==> src/rtl/clk_pattern_pkg.sv <==
// Shared definitions for the programmable clock-pattern generator:
// FSM state encoding, jitter LFSR seed/taps and the LFSR step function.
package clk_pattern_pkg;

  typedef enum logic [1:0] {
    IDLE   = 2'd0,
    OFFSET = 2'd1,
    HIGH   = 2'd2,
    LOW    = 2'd3
  } state_t;

  localparam logic [15:0] LFSR_SEED = 16'hACE1;
  // Fibonacci taps for x^16 + x^14 + x^13 + x^11 + 1 (bits 15, 13, 12, 10)
  localparam logic [15:0] LFSR_TAPS = 16'hB400;

  function automatic logic [15:0] lfsr_next(input logic [15:0] cur);
    return {cur[14:0], ^(cur & LFSR_TAPS)};
  endfunction

endpackage

==> src/rtl/clk_pattern_cnt.sv <==
// Phase down-counter: loads (length-1) at phase entry, counts down to zero
// and holds there; zero marks the last cycle of the current phase.
module clk_pattern_cnt #(
  parameter int unsigned W = 17
) (
  input  logic         CLK,
  input  logic         RST_N,
  input  logic         load,
  input  logic [W-1:0] load_val,
  output logic         zero
);

  logic [W-1:0] count;

  // Load on phase entry, otherwise count down and stop at zero
  always_ff @(posedge CLK or negedge RST_N) begin
    if (!RST_N) begin
      count <= '0;
    end else if (load) begin
      count <= load_val;
    end else if (count != '0) begin
      count <= count - W'(1);
    end
  end

  assign zero = (count == '0);

endmodule

==> src/rtl/clk_pattern_ctrl.sv <==
// Programmable clock-pattern generator: optional start offset, then a
// repeating HIGH/LOW waveform with double-buffered configuration that only
// takes effect at period boundaries.
// Optional feature macro: CLKPAT_JITTER_EN (LFSR-driven phase extension,
// adds the cfg_jit_mask port).
module clk_pattern_ctrl
  import clk_pattern_pkg::*;
#(
  parameter int unsigned CNT_W = 16,
  parameter int unsigned JIT_W = 4
) (
  input  logic             CLK,
  input  logic             RST_N,
  input  logic             run,
  input  logic             cfg_valid,
  output logic             cfg_ready,
  input  logic [CNT_W-1:0] cfg_offset,
  input  logic [CNT_W-1:0] cfg_high,
  input  logic [CNT_W-1:0] cfg_low,
  output logic             clk_out,
  output logic             edge_rise,
  output logic             edge_fall,
  output logic             busy,
  output logic             cfg_err
`ifdef CLKPAT_JITTER_EN
  ,
  input  logic [JIT_W-1:0] cfg_jit_mask
`endif
);

  // One extra bit so programmed length plus jitter extension never wraps
  localparam int unsigned PW = ((CNT_W > JIT_W) ? CNT_W : JIT_W) + 1;

  state_t state, next_state;

  logic [CNT_W-1:0] shd_offset, shd_high, shd_low;
  logic [CNT_W-1:0] act_offset, act_high, act_low;
  logic [CNT_W-1:0] use_offset, use_high, use_low;
  logic             pending, act_valid, use_valid;
  logic             accept, cfg_bad, apply;
  logic             cnt_zero, load;
  logic [PW-1:0]    load_val, jit_ext;

  assign cfg_ready = !pending;
  assign accept    = cfg_valid && cfg_ready;
  assign cfg_bad   = (cfg_high == '0) || (cfg_low == '0);

  // Shadow is promoted in IDLE or in the last LOW cycle; a config accepted
  // in that same cycle is not yet pending, so it waits for the next boundary.
  assign apply = pending && ((state == IDLE) || ((state == LOW) && cnt_zero));

  // The phase entered on a boundary must already see the promoted values.
  assign use_offset = apply ? shd_offset : act_offset;
  assign use_high   = apply ? shd_high   : act_high;
  assign use_low    = apply ? shd_low    : act_low;
  assign use_valid  = act_valid || apply;

`ifdef CLKPAT_JITTER_EN
  logic [15:0] lfsr;
  logic        phase_start;

  assign phase_start = load && ((next_state == HIGH) || (next_state == LOW));
  assign jit_ext     = PW'(lfsr[JIT_W-1:0] & cfg_jit_mask);

  // Advance the jitter LFSR once per HIGH/LOW phase start
  always_ff @(posedge CLK or negedge RST_N) begin
    if (!RST_N) begin
      lfsr <= LFSR_SEED;
    end else if (phase_start) begin
      lfsr <= lfsr_next(lfsr);
    end
  end
`else
  assign jit_ext = '0;
`endif

  // Config handshake, shadow/active double buffer and reject pulse
  always_ff @(posedge CLK or negedge RST_N) begin
    if (!RST_N) begin
      shd_offset <= '0;
      shd_high   <= '0;
      shd_low    <= '0;
      act_offset <= '0;
      act_high   <= '0;
      act_low    <= '0;
      pending    <= 1'b0;
      act_valid  <= 1'b0;
      cfg_err    <= 1'b0;
    end else begin
      cfg_err <= accept && cfg_bad;
      if (accept && !cfg_bad) begin
        shd_offset <= cfg_offset;
        shd_high   <= cfg_high;
        shd_low    <= cfg_low;
        pending    <= 1'b1;
      end else if (apply) begin
        pending <= 1'b0;
      end
      if (apply) begin
        act_offset <= shd_offset;
        act_high   <= shd_high;
        act_low    <= shd_low;
        act_valid  <= 1'b1;
      end
    end
  end

  // Next-state logic and phase counter reload value
  always_comb begin
    next_state = state;
    load_val   = '0;
    case (state)
      IDLE: begin
        if (run && use_valid) begin
          next_state = (use_offset == '0) ? HIGH : OFFSET;
        end
      end
      OFFSET: begin
        if (!run) begin
          next_state = IDLE;
        end else if (cnt_zero) begin
          next_state = HIGH;
        end
      end
      HIGH: begin
        if (cnt_zero) begin
          next_state = LOW;
        end
      end
      LOW: begin
        if (cnt_zero) begin
          next_state = run ? HIGH : IDLE;
        end
      end
      default: next_state = IDLE;
    endcase

    load = (next_state != state);
    case (next_state)
      OFFSET:  load_val = PW'(use_offset) - PW'(1);
      HIGH:    load_val = PW'(use_high) - PW'(1) + jit_ext;
      LOW:     load_val = PW'(use_low) - PW'(1) + jit_ext;
      default: load_val = '0;
    endcase
  end

  // State register and registered waveform/status outputs
  always_ff @(posedge CLK or negedge RST_N) begin
    if (!RST_N) begin
      state     <= IDLE;
      clk_out   <= 1'b0;
      edge_rise <= 1'b0;
      edge_fall <= 1'b0;
      busy      <= 1'b0;
    end else begin
      state     <= next_state;
      clk_out   <= (next_state == HIGH);
      edge_rise <= (next_state == HIGH) && (state != HIGH);
      edge_fall <= (next_state == LOW) && (state != LOW);
      busy      <= (next_state != IDLE);
    end
  end

  clk_pattern_cnt #(
    .W(PW)
  ) u_cnt (
    .CLK      (CLK),
    .RST_N    (RST_N),
    .load     (load),
    .load_val (load_val),
    .zero     (cnt_zero)
  );

endmodule

==> config.mk <==
export PLATFORM = sky130hd
export DESIGN_NAME = clk_pattern_ctrl
export DESIGN_NICKNAME = d
export VERILOG_FILES = /design/src/rtl/clk_pattern_pkg.sv /design/src/rtl/clk_pattern_cnt.sv /design/src/rtl/clk_pattern_ctrl.sv
export SDC_FILE = /design/constraint.sdc
export NUM_CORES = 1
export LEC_CHECK = 0
export ABC_AREA = 0
export CAP_MARGIN = 20
export CORE_ASPECT_RATIO = 1.5
export CORE_UTILIZATION = 54
export CTS_BUF_LIST = sky130_fd_sc_hd__clkbuf_4 sky130_fd_sc_hd__clkbuf_8
export DETAILED_ROUTE_END_ITERATION = 12
export PLACE_DENSITY = 0.87
export SYNTH_ARGS = -nofsm -noshare
export SYNTH_HDL_FRONTEND = slang
export SYNTH_SLANG_ARGS = --single-unit
==> constraint.sdc <==
create_clock -name CLK -period 4 [get_ports CLK]
set_input_delay 0.8 -clock CLK [delete_from_list [all_inputs] [get_ports CLK]]
set_output_delay 0.8 -clock CLK [all_outputs]
set_load 0.05 [all_outputs]
# ---- Word-level counts from Yosys, hierarchy flattened
# Index checks and enable logic that the tools add are counted.
dict set report op_classes {
  addsub 4
  n_eq_ne 9
  mux 16
  n_reduce_logical 22
}
# op count
set op_table {}
lappend op_table {{one-hot mux 17 bit (3 select lines)} 1}
lappend op_table {{subtractor 16 x 1 -> 17 bit, second input constant} 3}
lappend op_table {{zero test 16 bit} 3}
lappend op_table {{2-to-1 mux 16 bit} 3}
lappend op_table {{2-to-1 mux 17 bit} 2}
lappend op_table {{zero test 17 bit} 1}
lappend op_table {{nonzero test 17 bit} 1}
lappend op_table {{subtractor 17 x 1 -> 17 bit, second input constant} 1}
lappend op_table {{2-to-1 mux 2 bit} 7}
lappend op_table {{== test 2 bit, second input constant} 4}
lappend op_table {{logical AND 1 bit} 8}
lappend op_table {{one-hot mux 2 bit (4 select lines)} 1}
lappend op_table {{nonzero test 2 bit} 3}
lappend op_table {{== test 2 x 1 -> 1 bit, second input constant} 2}
lappend op_table {{!= test 2 bit, second input constant} 2}
lappend op_table {{logical OR 1 bit} 3}
lappend op_table {{zero test 1 bit} 2}
lappend op_table {{zero test 2 bit} 1}
lappend op_table {{2-to-1 mux 1 bit} 2}
lappend op_table {{!= test 2 bit} 1}
dict set report totals {
  output_inout_bits 6
  reg_bits 122
}

# ---- Longest topological paths before layout
# Gate-level depths: netlist of run 1.
dict set report depth {
  word_depth 12
  mapped_depth 19
  ltp_nobuf 16
}

# ---- Cells and area by module
# From an unflattened synthesis of run 1, not the netlist that was laid out.
dict set report hier_totals {
  hier_cells 605
  area_unflattened_um2 6613.8
}
# mod area_per_inst_um2 instances cells_per_inst
set by_module_without_submodules {}
lappend by_module_without_submodules {clk_pattern_ctrl 5580.4 1 496}
lappend by_module_without_submodules {clk_pattern_cnt 1033.5 1 109}

# ---- Worst setup path after synthesis of run 1
# OpenSTA, ideal clock, no wires.
dict set report synth_path {
  kind {reg2reg}
  start {register u_cnt.count[0]}
  end {register u_cnt.count[14]}
  path_stages_with_launch 20
  path_slack_ns 0.232
  path_buffers 5
  arrival_ns 3.630
  setup_ns 0.138
  cell_sequence {dfrtp_1 -> inv_1 -> ha_1 -> nor4b_2 -> and2_1 -> buf_2 -> and4_1 -> nor2_1 -> buf_6 -> clkbuf_1 -> clkbuf_1 -> clkbuf_1 -> nand2_1 -> a31oi_1 -> ha_1 -> inv_1 -> and4bb_2 -> nand3_1 -> xnor2_1 -> o22ai_1}
}
dict set report synth_via {
  elab_chain_cells 12
  word_cells_on_any_way 30
}
# item line_no
set synth_lines {}
lappend synth_lines {{start, declared} clk_pattern_cnt.sv:13} ;# logic [W-1:0] count;
lappend synth_lines {{start signal, assigned} clk_pattern_cnt.sv:20} ;# count <= load_val;
lappend synth_lines {{start signal, assigned} clk_pattern_cnt.sv:22} ;# count <= count - W'(1);
lappend synth_lines {{zero test 17 bit} clk_pattern_cnt.sv:26} ;# assign zero = (count == '0);
lappend synth_lines {{logical AND 1 bit} clk_pattern_ctrl.sv:50} ;# assign apply = pending && ((state == IDLE) || ((state == LOW) && cnt_zero));
lappend synth_lines {{logical OR 1 bit} clk_pattern_ctrl.sv:50}
lappend synth_lines {{logical AND 1 bit} clk_pattern_ctrl.sv:50}
lappend synth_lines {{2-to-1 mux 16 bit} n/a}
lappend synth_lines {{zero test 16 bit} clk_pattern_ctrl.sv:115} ;# next_state = (use_offset == '0) ? HIGH : OFFSET;
lappend synth_lines {{2-to-1 mux 2 bit} clk_pattern_ctrl.sv:115}
lappend synth_lines {{2-to-1 mux 2 bit} clk_pattern_ctrl.sv:114} ;# if (run && use_valid) begin
lappend synth_lines {{one-hot mux 2 bit (4 select lines)} clk_pattern_ctrl.sv:112} ;# case (state)
lappend synth_lines {{== test 2 bit or == test 2 x 1 -> 1 bit (tied branches)} clk_pattern_ctrl.sv:139} ;# case (next_state)
lappend synth_lines {{one-hot mux 17 bit (3 select lines)} clk_pattern_ctrl.sv:139}
lappend synth_lines {{2-to-1 mux 17 bit} clk_pattern_cnt.sv:19} ;# end else if (load) begin
# Several ways; a longest one is shown, not always the timed one. The select of a mux whose other input is x is not followed.
# A chain may end at the register's enable or synchronous reset.

# ---- Worst setup path in the final report of run 1
dict set report layout_path {
  start {register u_cnt.count[0]}
  end {register u_cnt.count[13]}
}
# Same word-level chain as after synthesis.

==> reports/qor.yml, run 1 <==
syn_to_final_growth_pct: 20.6
critPathMaxStageDelay_ns: 0.45
final_cell_mix: "dfrtp_1 (122), nand2_1 (97), mux2_2 (60)"
grt_pass1_vias: 5334
grt_start_max_net_pins: 64
die_area_um2: 12200
fillCellCount: 817
firstDrtPassIters: 5
leakage_uw: 0.00342
synth_mux_area_frac: 0.140
grt_pass1_wl_um: 26200
fin_crit_ns: 3.78
hold_viol: 0
r2r-end: "u_cnt.count[13]"
pwr-share-clk: 0.184
r2r_slack_ns: 0.22
path_cells: "inv_1 > ha_1 > nor4b_2 > and2_2 > and4_1 > nor2_4 > buf_12 > mux2i_1 > o32a_1 > nand4_2 > nand4b_1 > o21a_1 > o211ai_1 > o211ai_1"
io_buffers: 57
seq_area_frac_synth: 0.480
die_w_um: 90.6
top_layer: "met4"
critPathLaunchType: "flop"
final_core_util: 0.669
cp-endpoint: "u_cnt.count[13]"
core_area_um2: 11500
netSwitchingPower_uw: 2510
wl_met1_um: 6180
end_kind: "flop"
tns_ns: 0
ys_ff_latch: 122
syn_area_um2: 6360
cts.sinks: 122
finClkSkew_ns: 0.00948
hp-class: "in -> async"
vias_per_cell: 6.09
avgSynthCellArea_um2: 10.6
rows: 48
worst_pin_slew_ns: 0.781
ctsRootBufferMaster: "clkbuf_8"
worst_r2r_startpoint: "u_cnt.count[0]"
crit_top_cell: "o211ai_1"
overflow: 0
power_density_nw_per_um2: 833
ys_async_sr_fraction: 1.00
synth_compound_area_frac: 0.127
setup_viol: 0
dr_wl_met2_um: 8640
synth_xor_area_frac: 0.0399
grt.total_usage: 0.279
drive_gt1_frac: 0.218
start_util: 0.555
num-nets-final: 736
final_common_cell: "dfrtp_1"
required_ns: 4.32
fmax_ghz: 0.264
clk_pin_slew_ns: 0.07
gp_congestion: 0.905
crit_family: "simple AND/OR/NAND/NOR gates"
timing.critical_path.from: "u_cnt.count[0]"
route.antenna.remaining_nets: 0
dpl.hpwl_um: 11900
synth_nets: 658
post-route-period-util: 0.946
p_seq_frac: 0.367
rsz0062_at_grt: "no"
place_inst: 810
finalMaxSlewViolations: 0
cts_buffers: 17
ir_drop_mv: 0.471
cts-htree-levels: 4
vias: 5142
wl_per_cell_um: 19.2
critical_path_depth: 14
stdcell_count: 844
clkLatencyLatePin_ns: 0.45
maxCapViolCount: 0
path_buf_inv: 2
die_h_um: 135
wl_met3_um: 605
clockBufferDepth: 2
swShare: 0.393
reg2regPathDepth: 14
yosysWarnings: 0
synth_adder_area_share: 0.0122
drt_iter0_markers: 351
crit_slowest_cell: "dfrtp_1"
ctsHoldBuffers: 0
ioPinCount: 58
synth-main-ff-cell: "dfrtp_1"
synthSimpleGateAreaFrac: 0.164
synth_enable_flop_cells: 0
totalWireLength_um: 16200
p_comb_frac: 0.449
antenna_found_initial: 0
antenna_cells: 0
drc: 0
cp_data_arrival_time_ns: 4.10
worst-setup-path-type: "reg -> reg"
crit_fanout: 46
tritoncts: "built"
hold_ws_ns: 0.436
netlist_instances: 603
status: "completed"
total_power_uw: 6390
relSlewSlack: 0.480
synthDistinctLibCells: 67
p_int_uw: 3880
synth_top_family_by_area: "simple AND/OR/NAND/NOR gates"
==> layout make-up <==
type,instances,area [um^2],share of cell area
clock buffers,22,290,0.0378
inverters,18,67.6,0.00880
flip-flops and latches,122,3050,0.398
well taps,150,188,0.0245
repair buffers,88,826,0.108
multi-input cells,434,3110,0.405
clock inverters,10,140,0.0183
==> Yosys cell counts (9+ instances only) <==
cell / n / share of area
nand3_1: 11 / 0.0087
a211oi_1: 9 / 0.011
inv_1: 16 / 0.0094
a21oi_1: 18 / 0.014
clkbuf_1: 13 / 0.0077
dfrtp_1: 122 / 0.48
xor2_1: 15 / 0.021
xnor2_1: 14 / 0.019
mux2i_1: 18 / 0.028
nor2_1: 25 / 0.015
nor4_1: 20 / 0.020
mux2_2: 60 / 0.11
o21ai_0: 21 / 0.017
nand2_1: 97 / 0.057
o22ai_1: 20 / 0.020
==> cells by family after synthesis <==
family,count (synthesis)
simple gates,205
flops,122
compound gates,113
mux,80
buf+inv,47
xor+xnor,29
fa+ha+maj,7
==> flip-flops by register name, summed over array words and instances (netlist names), 2 cells and up <==
register	count
u_cnt.count	17
act_high	16
act_low	16
act_offset	16
shd_high	16
shd_low	16
shd_offset	16
state	2
==> per-layer routing <==
layer,global-route usage,vias up
met5,0,-
met4,0.167,0
met3,0.0546,57
met2,0.495,167
met1,0.309,2569
li1,-,2349
==> through the flow <==
| stage | setup WS [ns] | area (um^2) |
|---|---|---|
| 6_report | 0.218 | 7670 |
| 5_1_grt | 0.0120 | 7670 |
| 4_1_cts | 0.166 | 7630 |
| 3_5_place_dp | 0.142 | 7200 |
| 3_3_place_gp | 0.248 | 7200 |
| 2_1_floorplan | 0.232 | 6360 |
==> power by group through the flow <==
stage	registers [uW]	logic (uW)	clock network [uW]
2_1_floorplan	2170	2070	0
3_3_place_gp	2280	2680	0
3_5_place_dp	2330	2780	0
4_1_cts	2310	2810	1190
5_1_grt	2410	3090	1240
6_report	2340	2870	1180
==> worst min path at each step <==
stage | start | to | slack (ns) | depth (start not counted)
2_1_floorplan | act_low[12] | act_low[12] | 0.44 | 2
3_3_place_gp | act_low[13] | act_low[13] | 0.45 | 2
3_5_place_dp | act_high[12] | act_high[12] | 0.47 | 2
4_1_cts | RST_N | shd_high[14] | 0.45 | 1
5_1_grt | RST_N | shd_high[14] | 0.49 | 1
6_report | RST_N | shd_high[14] | 0.44 | 1
==> repair_timing <==
item	CTS	global route
setup endpoints to repair	0	5
endpoints found under the hold margin	0	0
setup buffers	0	2
resized for setup	0	7
No activity file was read; power rests on OpenSTA's default activity.
==> run 2: changes to the inputs <==
--- a/config.mk
+++ b/config.mk
@@ -8,10 +8,12 @@
 export ABC_AREA = 0
 export CAP_MARGIN = 20
 export CORE_ASPECT_RATIO = 1.5
-export CORE_UTILIZATION = 54
+export CORE_UTILIZATION = 60
 export CTS_BUF_LIST = sky130_fd_sc_hd__clkbuf_4 sky130_fd_sc_hd__clkbuf_8
 export DETAILED_ROUTE_END_ITERATION = 12
-export PLACE_DENSITY = 0.87
+export DONT_BUFFER_PORTS = 1
+export HOLD_SLACK_MARGIN = 0.12
+export PLACE_DENSITY = 0.84
 export SYNTH_ARGS = -nofsm -noshare
 export SYNTH_HDL_FRONTEND = slang
 export SYNTH_SLANG_ARGS = --single-unit
==> constraint.sdc (replaced) <==
create_clock -name CLK -period 3.9 [get_ports CLK]
set_input_delay 0.78 -clock CLK [delete_from_list [all_inputs] [get_ports CLK]]
set_output_delay 0.78 -clock CLK [all_outputs]
set_load 0.05 [all_outputs]
==> reports/qor.yml, run 2 (synthesized netlist as in run 1, its figures left out) <==
ctsRootBufferMaster: "clkbuf_8"  # unchanged
final_core_util: 0.691  # was 0.669
wl_met1_um: 6250  # was 6180 um
fillCellCount: 737  # was 817
cts_buffers: 17  # unchanged
tritoncts: "built"  # unchanged
regArea_um2: 3050  # unchanged
worst_r2r_startpoint: "u_cnt.count[1]"  # was u_cnt.count[0]
cts.sinks: 122  # unchanged
crit_fanout: 7  # was 46
maxCapViolCount: 0  # unchanged
fmax_ghz: 0.267  # was 0.264 GHz
grt_pass1_vias: 5010  # was 5334
status: "completed"  # unchanged
wl_per_cell_um: 20.6  # was 19.2 um
dpl.hpwl_um: 11500  # was 11900 um
clkLatencyLatePin_ns: 0.45  # about the same
power_density_nw_per_um2: 898  # was 833 nW/um^2
post-route-period-util: 0.960  # was 0.946
multi_input_area_um2: 3110  # about the same
required_ns: 4.21  # was 4.32 ns
r2r-end: "u_cnt.count[14]"  # was u_cnt.count[13]
ir_drop_mv: 0.451  # was 0.471 mV
die_w_um: 86.1  # was 90.6 um
grt_start_max_net_pins: 123  # was 64
ioPinCount: 58  # unchanged
core_area_um2: 10200  # was 11500 um^2
cts-htree-levels: 4  # unchanged
dr_wl_met2_um: 8120  # was 8640 um
relSlewSlack: 0.547  # was 0.480
antenna_cells: 0  # unchanged
vias_per_cell: 6.30  # was 6.09
drc: 0  # unchanged
die_area_um2: 11000  # was 12200 um^2
antenna_found_initial: 0  # unchanged
start_util: 0.624  # was 0.555
clockBufferDepth: 2  # unchanged
r2r_slack_ns: 0.16  # was 0.22 ns
gp_congestion: 0.988  # was 0.905
grt_pass1_wl_um: 26000  # was 26200 um
setup_viol: 0  # unchanged
largest_reg_flops: 17  # unchanged
vias: 4896  # was 5142
hold_viol: 0  # unchanged
end_kind: "flop"  # unchanged
io_buffers: 0  # was 57
worst_pin_slew_ns: 0.673  # was 0.781 ns
final_common_cell: "dfrtp_1"  # unchanged
top_layer: "met4"  # unchanged
leakage_uw: 0.00318  # was 0.00342 uW
top_register: "u_cnt.count"  # unchanged
num-nets-final: 678  # was 736
worst-setup-path-type: "reg -> reg"  # unchanged
die_h_um: 128  # was 135 um
fin_crit_ns: 3.74  # was 3.78 ns
reg2regPathDepth: 14  # unchanged
clk_pin_slew_ns: 0.08  # was 0.07 ns
wl_met3_um: 843  # was 605 um
drive_gt1_frac: 0.233  # was 0.218
final_cell_mix: "dfrtp_1 (122), nand2_1 (97), mux2_2 (60)"  # unchanged
hp-class: "in -> async"  # unchanged
rows: 45  # was 48
firstDrtPassIters: 8  # was 5
drt_iter0_markers: 360  # was 351
cp_data_arrival_time_ns: 4.06  # was 4.10 ns
finalMaxSlewViolations: 0  # unchanged
finClkSkew_ns: 0.0108  # was 0.00948 ns
tns_ns: 0  # unchanged
route.antenna.remaining_nets: 0  # unchanged
overflow: 0  # unchanged
critPathLaunchType: "flop"  # unchanged
syn_to_final_growth_pct: 10.6  # was 20.6%
grt.total_usage: 0.317  # was 0.279
totalWireLength_um: 16000  # was 16200 um
run 2: per-layer routing:
| metal | GRT usage | up-vias |
|---|---|---|
| li1 | - | 2236 |
| met1 | 0.383 | 2404 |
| met2 | 0.527 | 206 |
| met3 | 0.0650 | 50 |
| met4 | 0.173 | 0 |
| met5 | 0 | - |
run 2: worst max-delay path, cell delays in order, from the launching register on:
cell and delay, ns:
dfrtp_1 0.45, inv_1 0.12, ha_1 0.15, nor4b_2 0.24
and2_2 0.30, a21oi_2 0.14, o31ai_4 0.38, inv_2 0.18
a211oi_2 0.34, o32a_1 0.29, nand4_2 0.17, and4bb_2 0.41
nand3_1 0.13, xnor2_1 0.22, o22ai_1 0.11
run 2: layout make-up:
type                       instances  share of cell area
clock buffer                      18              0.0352
clock inverter                    14              0.0162
inverter                          18             0.00996
sequential                       122               0.434
tap                              141              0.0251
timing repair buffer              30              0.0384
multi-input combinational        434               0.441
run 2: timing repair:
item / 4_1_cts / 5_1_grt
gates resized for setup: 0 / 8
setup buffers: 0 / 2
hold buffers: 1 / 0
setup endpoints to repair: 0 / 11
hold endpoints to repair: 122 / 0
run 2: worst max path at each step:
stage	start	endpoint	slack, ns	depth (start not counted)
3_5_place_dp	u_cnt.count[1]	u_cnt.count[14]	0.12	14
4_1_cts	u_cnt.count[1]	u_cnt.count[14]	0.03	14
2_1_floorplan	u_cnt.count[0]	u_cnt.count[14]	0.13	19
5_1_grt	u_cnt.count[1]	u_cnt.count[14]	-0.03	17
3_3_place_gp	u_cnt.count[3]	u_cnt.count[13]	0.15	12
6_report	u_cnt.count[1]	u_cnt.count[14]	0.16	14
run 2: through the flow:
stage | power (uW) | hold WS [ns] | setup WS [ns] | instances | area [um^2]
floorplan | 4350 | 0.438 | 0.132 | 603 | 6360
global placement | 5050 | 0.450 | 0.150 | 742 | 6610
detailed placement | 5160 | 0.460 | 0.122 | 742 | 6610
CTS | 6260 | 0.305 | 0.0334 | 775 | 7000
global route | 6700 | 0.324 | -0.0266 | 777 | 7040
finish | 6320 | 0.263 | 0.157 | 777 | 7040
run 2: power breakdown:
group | total, uW | switching [uW] | internal (uW)
sequential | 2410 | 550 | 1860
clock | 1050 | 577 | 470
combinational | 2860 | 1510 | 1350
